$ cat src/rtl/xadc_disp_pkg.sv
// Shared types and constants for the XADC-to-7-segment scaling path.
// Also holds the add-3 correction used by the sequential binary-to-BCD converter.
package xadc_disp_pkg;

   typedef enum logic [2:0] {
      IDLE,
      ACCUM,
      SCALE,
      CONVERT,
      DONE
   } scaler_state_t;

   localparam int ADC_BITS   = 12;
   localparam int MV_BITS    = 14;
   localparam int BCD_DIGITS = 4;
   localparam int BCD_BITS   = 4 * BCD_DIGITS;
   localparam int MV_MAX     = 9999;
   localparam int PROD_BITS  = 26;

   // Any digit >= 5 would overflow past 9 on the next shift, so bias it by 3 first.
   function automatic logic [BCD_BITS-1:0] dabble_adjust(input logic [BCD_BITS-1:0] bcd);
      logic [BCD_BITS-1:0] res;
      res = bcd;
      for (int d = 0; d < BCD_DIGITS; d++) begin
         if (bcd[4*d +: 4] >= 4'd5) begin
            res[4*d +: 4] = bcd[4*d +: 4] + 4'd3;
         end
      end
      return res;
   endfunction

endpackage

$ cat src/rtl/bin2bcd_seq.sv
// Sequential double-dabble converter: one shift per clock, MV_BITS shifts per result.
// done is high during the cycle whose closing edge performs the final shift.
module bin2bcd_seq
   import xadc_disp_pkg::*;
(
   input  logic                clk,
   input  logic                reset,
   input  logic                start,
   input  logic [MV_BITS-1:0]  bin,
   output logic [BCD_BITS-1:0] bcd,
   output logic                done
);

   localparam int CNT_W = 4;

   logic [BCD_BITS-1:0] bcd_sr;
   logic [MV_BITS-1:0]  bin_sr;
   logic [CNT_W-1:0]    shift_cnt;

   always_ff @(posedge clk) begin
      if (reset) begin
         bcd_sr    <= '0;
         bin_sr    <= '0;
         shift_cnt <= '0;
      end else if (start) begin
         bcd_sr    <= '0;
         bin_sr    <= bin;
         shift_cnt <= CNT_W'(MV_BITS);
      end else if (shift_cnt != '0) begin
         {bcd_sr, bin_sr} <= {dabble_adjust(bcd_sr), bin_sr} << 1;
         shift_cnt        <= shift_cnt - CNT_W'(1);
      end
   end

   assign bcd  = bcd_sr;
   assign done = (shift_cnt == CNT_W'(1));

endmodule

$ cat src/rtl/adc_bcd_scaler.sv
// Averages XADC codes, scales them to millivolts and hands the result to the
// sequential BCD converter; BCD_out only changes on the BCD_Valid strobe.
//
// state   | meaning
// IDLE    | waiting for the first sample of a block
// ACCUM   | block partially accumulated, waiting for more samples
// SCALE   | average, scale to mV, clamp, load converter
// CONVERT | converter shifting (14 cycles)
// DONE    | capture converter result, pulse BCD_Valid
module adc_bcd_scaler
   import xadc_disp_pkg::*;
#(
   parameter int AVG_LOG2 = 0,
   parameter int FS_MV    = 1000
) (
   input  logic        Clk,
   input  logic        Reset,
   input  logic [15:0] Data_in,
   input  logic        Data_Valid,
   output logic [15:0] BCD_out,
   output logic        BCD_Valid,
   output logic        Busy,
   output logic        Overrun
);

   localparam int ACC_W = ADC_BITS + AVG_LOG2;
   localparam int CNT_W = AVG_LOG2 + 1;
   localparam int NSAMP = 1 << AVG_LOG2;

   scaler_state_t state, state_next;

   logic [ACC_W-1:0]     acc;
   logic [CNT_W-1:0]     cnt;
   logic [ADC_BITS-1:0]  code;
   logic                 unused_low;
   logic                 take;
   logic                 last;
   logic [ADC_BITS-1:0]  avg;
   logic [PROD_BITS-1:0] product;
   logic [MV_BITS-1:0]   mv_raw;
   logic [MV_BITS-1:0]   mv;
   logic                 conv_start;
   logic                 conv_done;
   logic [BCD_BITS-1:0]  conv_bcd;

   assign code       = Data_in[15:4];
   assign unused_low = ^Data_in[3:0];

   assign take = Data_Valid && ((state == IDLE) || (state == ACCUM));
   assign last = take && (cnt == CNT_W'(NSAMP - 1));

   assign avg     = acc[ACC_W-1:AVG_LOG2];
   assign product = PROD_BITS'(avg) * PROD_BITS'(FS_MV);
   assign mv_raw  = product[PROD_BITS-1:ADC_BITS];
   assign mv      = (mv_raw > MV_BITS'(MV_MAX)) ? MV_BITS'(MV_MAX) : mv_raw;

   always_ff @(posedge Clk) begin
      if (Reset) begin
         state <= IDLE;
      end else begin
         state <= state_next;
      end
   end

   always_comb begin
      state_next = state;
      conv_start = 1'b0;
      Busy       = 1'b0;
      case (state)
         IDLE: begin
            if (take) begin
               state_next = last ? SCALE : ACCUM;
            end
         end
         ACCUM: begin
            if (last) begin
               state_next = SCALE;
            end
         end
         SCALE: begin
            Busy       = 1'b1;
            conv_start = 1'b1;
            state_next = CONVERT;
         end
         CONVERT: begin
            Busy = 1'b1;
            if (conv_done) begin
               state_next = DONE;
            end
         end
         DONE: begin
            Busy       = 1'b1;
            state_next = IDLE;
         end
         default: state_next = IDLE;
      endcase
   end

   always_ff @(posedge Clk) begin
      if (Reset) begin
         acc <= '0;
         cnt <= '0;
      end else if (state == SCALE) begin
         acc <= '0;
         cnt <= '0;
      end else if (take) begin
         acc <= acc + ACC_W'(code);
         cnt <= cnt + CNT_W'(1);
      end
   end

   bin2bcd_seq u_bin2bcd (
      .clk   (Clk),
      .reset (Reset),
      .start (conv_start),
      .bin   (mv),
      .bcd   (conv_bcd),
      .done  (conv_done)
   );

   always_ff @(posedge Clk) begin
      if (Reset) begin
         BCD_out   <= '0;
         BCD_Valid <= 1'b0;
         Overrun   <= 1'b0;
      end else begin
         BCD_Valid <= (state == DONE);
         if (state == DONE) begin
            BCD_out <= conv_bcd;
         end
         // Busy covers DONE as well, so a strobe in the capture cycle also counts.
         if (Data_Valid && Busy) begin
            Overrun <= 1'b1;
         end
      end
   end

endmodule

$ cat config.mk
export PLATFORM = sky130hd
export DESIGN_NAME = adc_bcd_scaler
export DESIGN_NICKNAME = d
export VERILOG_FILES = /design/src/rtl/xadc_disp_pkg.sv /design/src/rtl/bin2bcd_seq.sv /design/src/rtl/adc_bcd_scaler.sv
export SDC_FILE = /design/constraint.sdc
export NUM_CORES = 1
export LEC_CHECK = 0
export ABC_AREA = 1
export BUFFER_PORTS_ARGS = -buffer_cell sky130_fd_sc_hd__clkbuf_2
export CAP_MARGIN = 20
export CORE_MARGIN = 1
export CORE_UTILIZATION = 55
export CTS_CLUSTER_DIAMETER = 150
export DETAILED_ROUTE_END_ITERATION = 16
export PLACE_DENSITY = 0.76
export SKIP_LAST_GASP = 1
export SLEW_MARGIN = 20
export SYNTH_ARGS = -nofsm -noshare
export SYNTH_HDL_FRONTEND = slang
export SYNTH_SLANG_ARGS = --single-unit
$ cat constraint.sdc
create_clock -name Clk -period 6.05 [get_ports Clk]
set_input_delay 0.605 -clock Clk [delete_from_list [all_inputs] [get_ports Clk]]
set_output_delay 0.605 -clock Clk [all_outputs]
set_load 0.01 [all_outputs]
==> results.json <==
{
  "crit_required_ns": 6.27,
  "gp_congestion": 0.863,
  "drt_wl_total_mm": 11.4,
  "skew_ns": 0.00974,
  "yosysTopAreaCellShare_pct": 23.5,
  "core_um2": 10300,
  "die_y_um": 105,
  "clock-sinks": 68,
  "crit_type": "flop to flop",
  "cp_max_fo": 5,
  "seq_area_um2": 1360,
  "ys_warn_count": 0,
  "drive_gt1_share_pct": 12.4,
  "netlist_top_cells_count": "153 x nand2_1, 144 x inv_1, 68 x dfxtp_1",
  "vias": 4776,
  "rr_endpoint": "u_bin2bcd.bin_sr[9]$_SDFFE_PP0P_",
  "dpl-instance-area_um2": 6000,
  "p_leak_nw": 3.17,
  "fmax_ghz": 0.241,
  "diodes": 0,
  "post_cts_buffers": 0,
  "setup_total_negative_slack_ns": 0,
  "min_to": "u_bin2bcd.bin_sr[11]$_SDFFE_PP0P_",
  "netlist_area_um2": 5790,
  "reg2reg_depth": 19,
  "finalHoldViolCount": 0,
  "slew_headroom_pct": 51.7,
  "boundaryPins": 38,
  "cts_max_path_buffers": 2,
  "ys_ff_latch": 68,
  "multi_input_area_um2": 3710,
  "period_share_pct": 68.5,
  "postRouteAntennaNets": 0,
  "area_growth_pct": 6.57,
  "rsz0062_at_grt": "no",
  "whs_ns": 0.468,
  "ys.flop_type": "dfxtp_1",
  "r2r_start": "acc[6]$_SDFFE_PP0P_",
  "numCtsBuffers": 9,
  "fin_area_um2": 6170,
  "cts_tree": "done",
  "fin_util_pct": 60.1,
  "min_path_cells": 2,
  "grt_max_degree": 29,
  "detail_route.wl_per_cell_um": 12.2,
  "maxCapViolations": 0,
  "drc": 0,
  "finalSetupViolations": 0,
  "outcome": "finished, final reports clean",
  "clk-insertion-delay-late_ns": 0.35,
  "cts.reportedPaths.clkPinSlew_ns": 0.08,
  "grt_usage_pct": 22.6,
  "firstDrtPassIters": 5,
  "antenna_found_initial": 0,
  "placementRows": 37,
  "start_kind": "flop",
  "yosysTopAreaCell": "dfxtp_1",
  "drt_iter0_markers": 257,
  "report.final.slew_viol_count": 0,
  "start_util_pct": 56.4,
  "grt_overflow": 0,
  "synth.distinct_cells": 39,
  "cp.arrival_ns": 4.37,
  "cts-root-buf": "clkbuf_8",
  "synth-seq-area-share_pct": 23.5,
  "finalNetCount": 914,
  "synth_edf_count": 0,
  "synth_area_per_cell_um2": 7.53,
  "async_reset_ff_share_pct": 0,
  "yosys-top-cells-area": "dfxtp_1 23%, ha_1 13%, fa_1 13%, nand2_1 9.9%, inv_1 9.3%",
  "worstMarginPinSlew_ns": 0.723,
  "synth_nets": 888,
  "design.die.area_um2": 10900,
  "cts_hold_buf": 0,
  "critPathCaptureType": "flop",
  "synthCells": 769,
  "numPortBuffers": 33,
  "grt_pass1_vias": 4758,
  "ir_worst_vdd_mv": 0.220,
  "die_w_um": 105,
  "hp-class": "flop to flop",
  "p_per_area_nw_per_um2": 442,
  "grt_pass1_wl_mm": 20.6,
  "synth_most_common_cell": "nand2_1",
  "vias_per_cell": 5.10,
  "reg2reg_slack_ns": 1.90,
  "cts-resized-gates": 0,
  "min-delay-start": "u_bin2bcd.bin_sr[11]$_SDFFE_PP0P_",
  "dp_hpwl_mm": 8.86,
  "h-tree-depth": 3,
  "period_needed_ns": 4.15,
  "fill_cells": 928
}
-- state kept, by name (all words and copies together) (netlist names) --
signal / count
BCD_Valid: 1
BCD_out: 16
Overrun: 1
acc: 12
cnt: 1
state: 3
u_bin2bcd.bcd: 16
u_bin2bcd.bin_sr: 14
u_bin2bcd.shift_cnt: 4
-- power breakdown --
group,leakage [nW],internal (W),switching (W)
registers,0.555,0.000529,0.0000790
logic,2.52,0.000641,0.00114
clock network,0.0896,0.000151,0.000188
total,3.17,0.00132,0.00141
-- critical path, cell delays in order, from the launching register on --
cell     delay (ns)
dfxtp_1        0.35
inv_1          0.28
fa_1           0.50
fa_1           0.52
inv_1          0.05
fa_1           0.50
inv_1          0.05
fa_1           0.49
inv_1          0.04
ha_1           0.35
nand2_1        0.08
nand2_1        0.07
a21oi_2        0.18
nor2_1         0.06
nor2_1         0.12
nand2_1        0.07
nand2_1        0.05
nand3_1        0.09
nand2_1        0.10
a21oi_2        0.05
-- layer usage --
metal  GRT usage [%]  up-vias  routed length (µm)  part of all wire (%)
met5               0        -                   0                     0
met4            5.84        0                 142                   1.2
met3            3.24       11                 493                   4.3
met2            38.3       95                5370                    47
met1            30.3     2196                5380                    47
li1                -     2474                   -                     -
-- per-stage QoR --
step | power (W) | instances | worst slack, ns
after floorplan | 0.00207 | 769 | 2.27
after global placement | 0.00233 | 920 | 1.97
after detailed placement | 0.00239 | 920 | 1.91
after CTS | 0.00275 | 936 | 1.89
after global routing | 0.00306 | 936 | 1.59
final | 0.00273 | 936 | 1.90
-- cells in the final DEF (no fill, tap or decap), types with 2 or more instances in the layout --
cell type / n
inv_1: 144
nand3_2: 2
inv_6: 2
nand4_1: 3
nand2_2: 6
a21oi_1: 64
dfxtp_1: 68
a21oi_2: 20
o211ai_1: 5
clkbuf_2: 33
nor2_1: 46
clkinv_4: 3
o21ai_1: 14
xor2_1: 13
ha_1: 62
nor3_1: 2
clkinv_2: 2
nor2_2: 3
clkbuf_8: 9
nand3b_1: 2
fa_1: 38
nor2_8: 3
inv_2: 8
nor2_4: 2
nand2_1: 153
nand3_1: 37
o21ai_0: 42
o21a_1: 2
-- cells by family after synthesis --
family                   synth area share (%)
adder cells (fa/ha/maj)                  26.5
flip-flops                               23.5
buffers and inverters                    12.4
XOR/XNOR                                 2.12
AO/OA/AOI/OAI                            15.2
AND/OR/NAND/NOR                          20.3
-- final cells by class --
| class | instances | share of cell area [%] |
|---|---|---|
| Clock buffer | 9 | 2.01 |
| Tap cell | 136 | 2.76 |
| Inverter | 154 | 9.49 |
| Clock inverter | 7 | 0.851 |
| Timing Repair Buffer | 33 | 2.68 |
| Sequential cell | 68 | 22.1 |
| Multi-Input combinational cell | 529 | 60.2 |
-- worst max-delay path by stage --
stage | cells past startpoint | slack (ns) | endpoint | startpoint
floorplan | 19 | 2.27 | u_bin2bcd.bin_sr[8]$_SDFFE_PP0P_ | acc[5]$_SDFFE_PP0P_
global placement | 19 | 1.97 | u_bin2bcd.bin_sr[9]$_SDFFE_PP0P_ | acc[7]$_SDFFE_PP0P_
detailed placement | 19 | 1.91 | u_bin2bcd.bin_sr[9]$_SDFFE_PP0P_ | acc[6]$_SDFFE_PP0P_
CTS | 19 | 1.89 | u_bin2bcd.bin_sr[9]$_SDFFE_PP0P_ | acc[6]$_SDFFE_PP0P_
global route | 19 | 1.59 | u_bin2bcd.bin_sr[9]$_SDFFE_PP0P_ | acc[6]$_SDFFE_PP0P_
finish | 19 | 1.90 | u_bin2bcd.bin_sr[9]$_SDFFE_PP0P_ | acc[6]$_SDFFE_PP0P_
(Power assumes the default switching activity.)
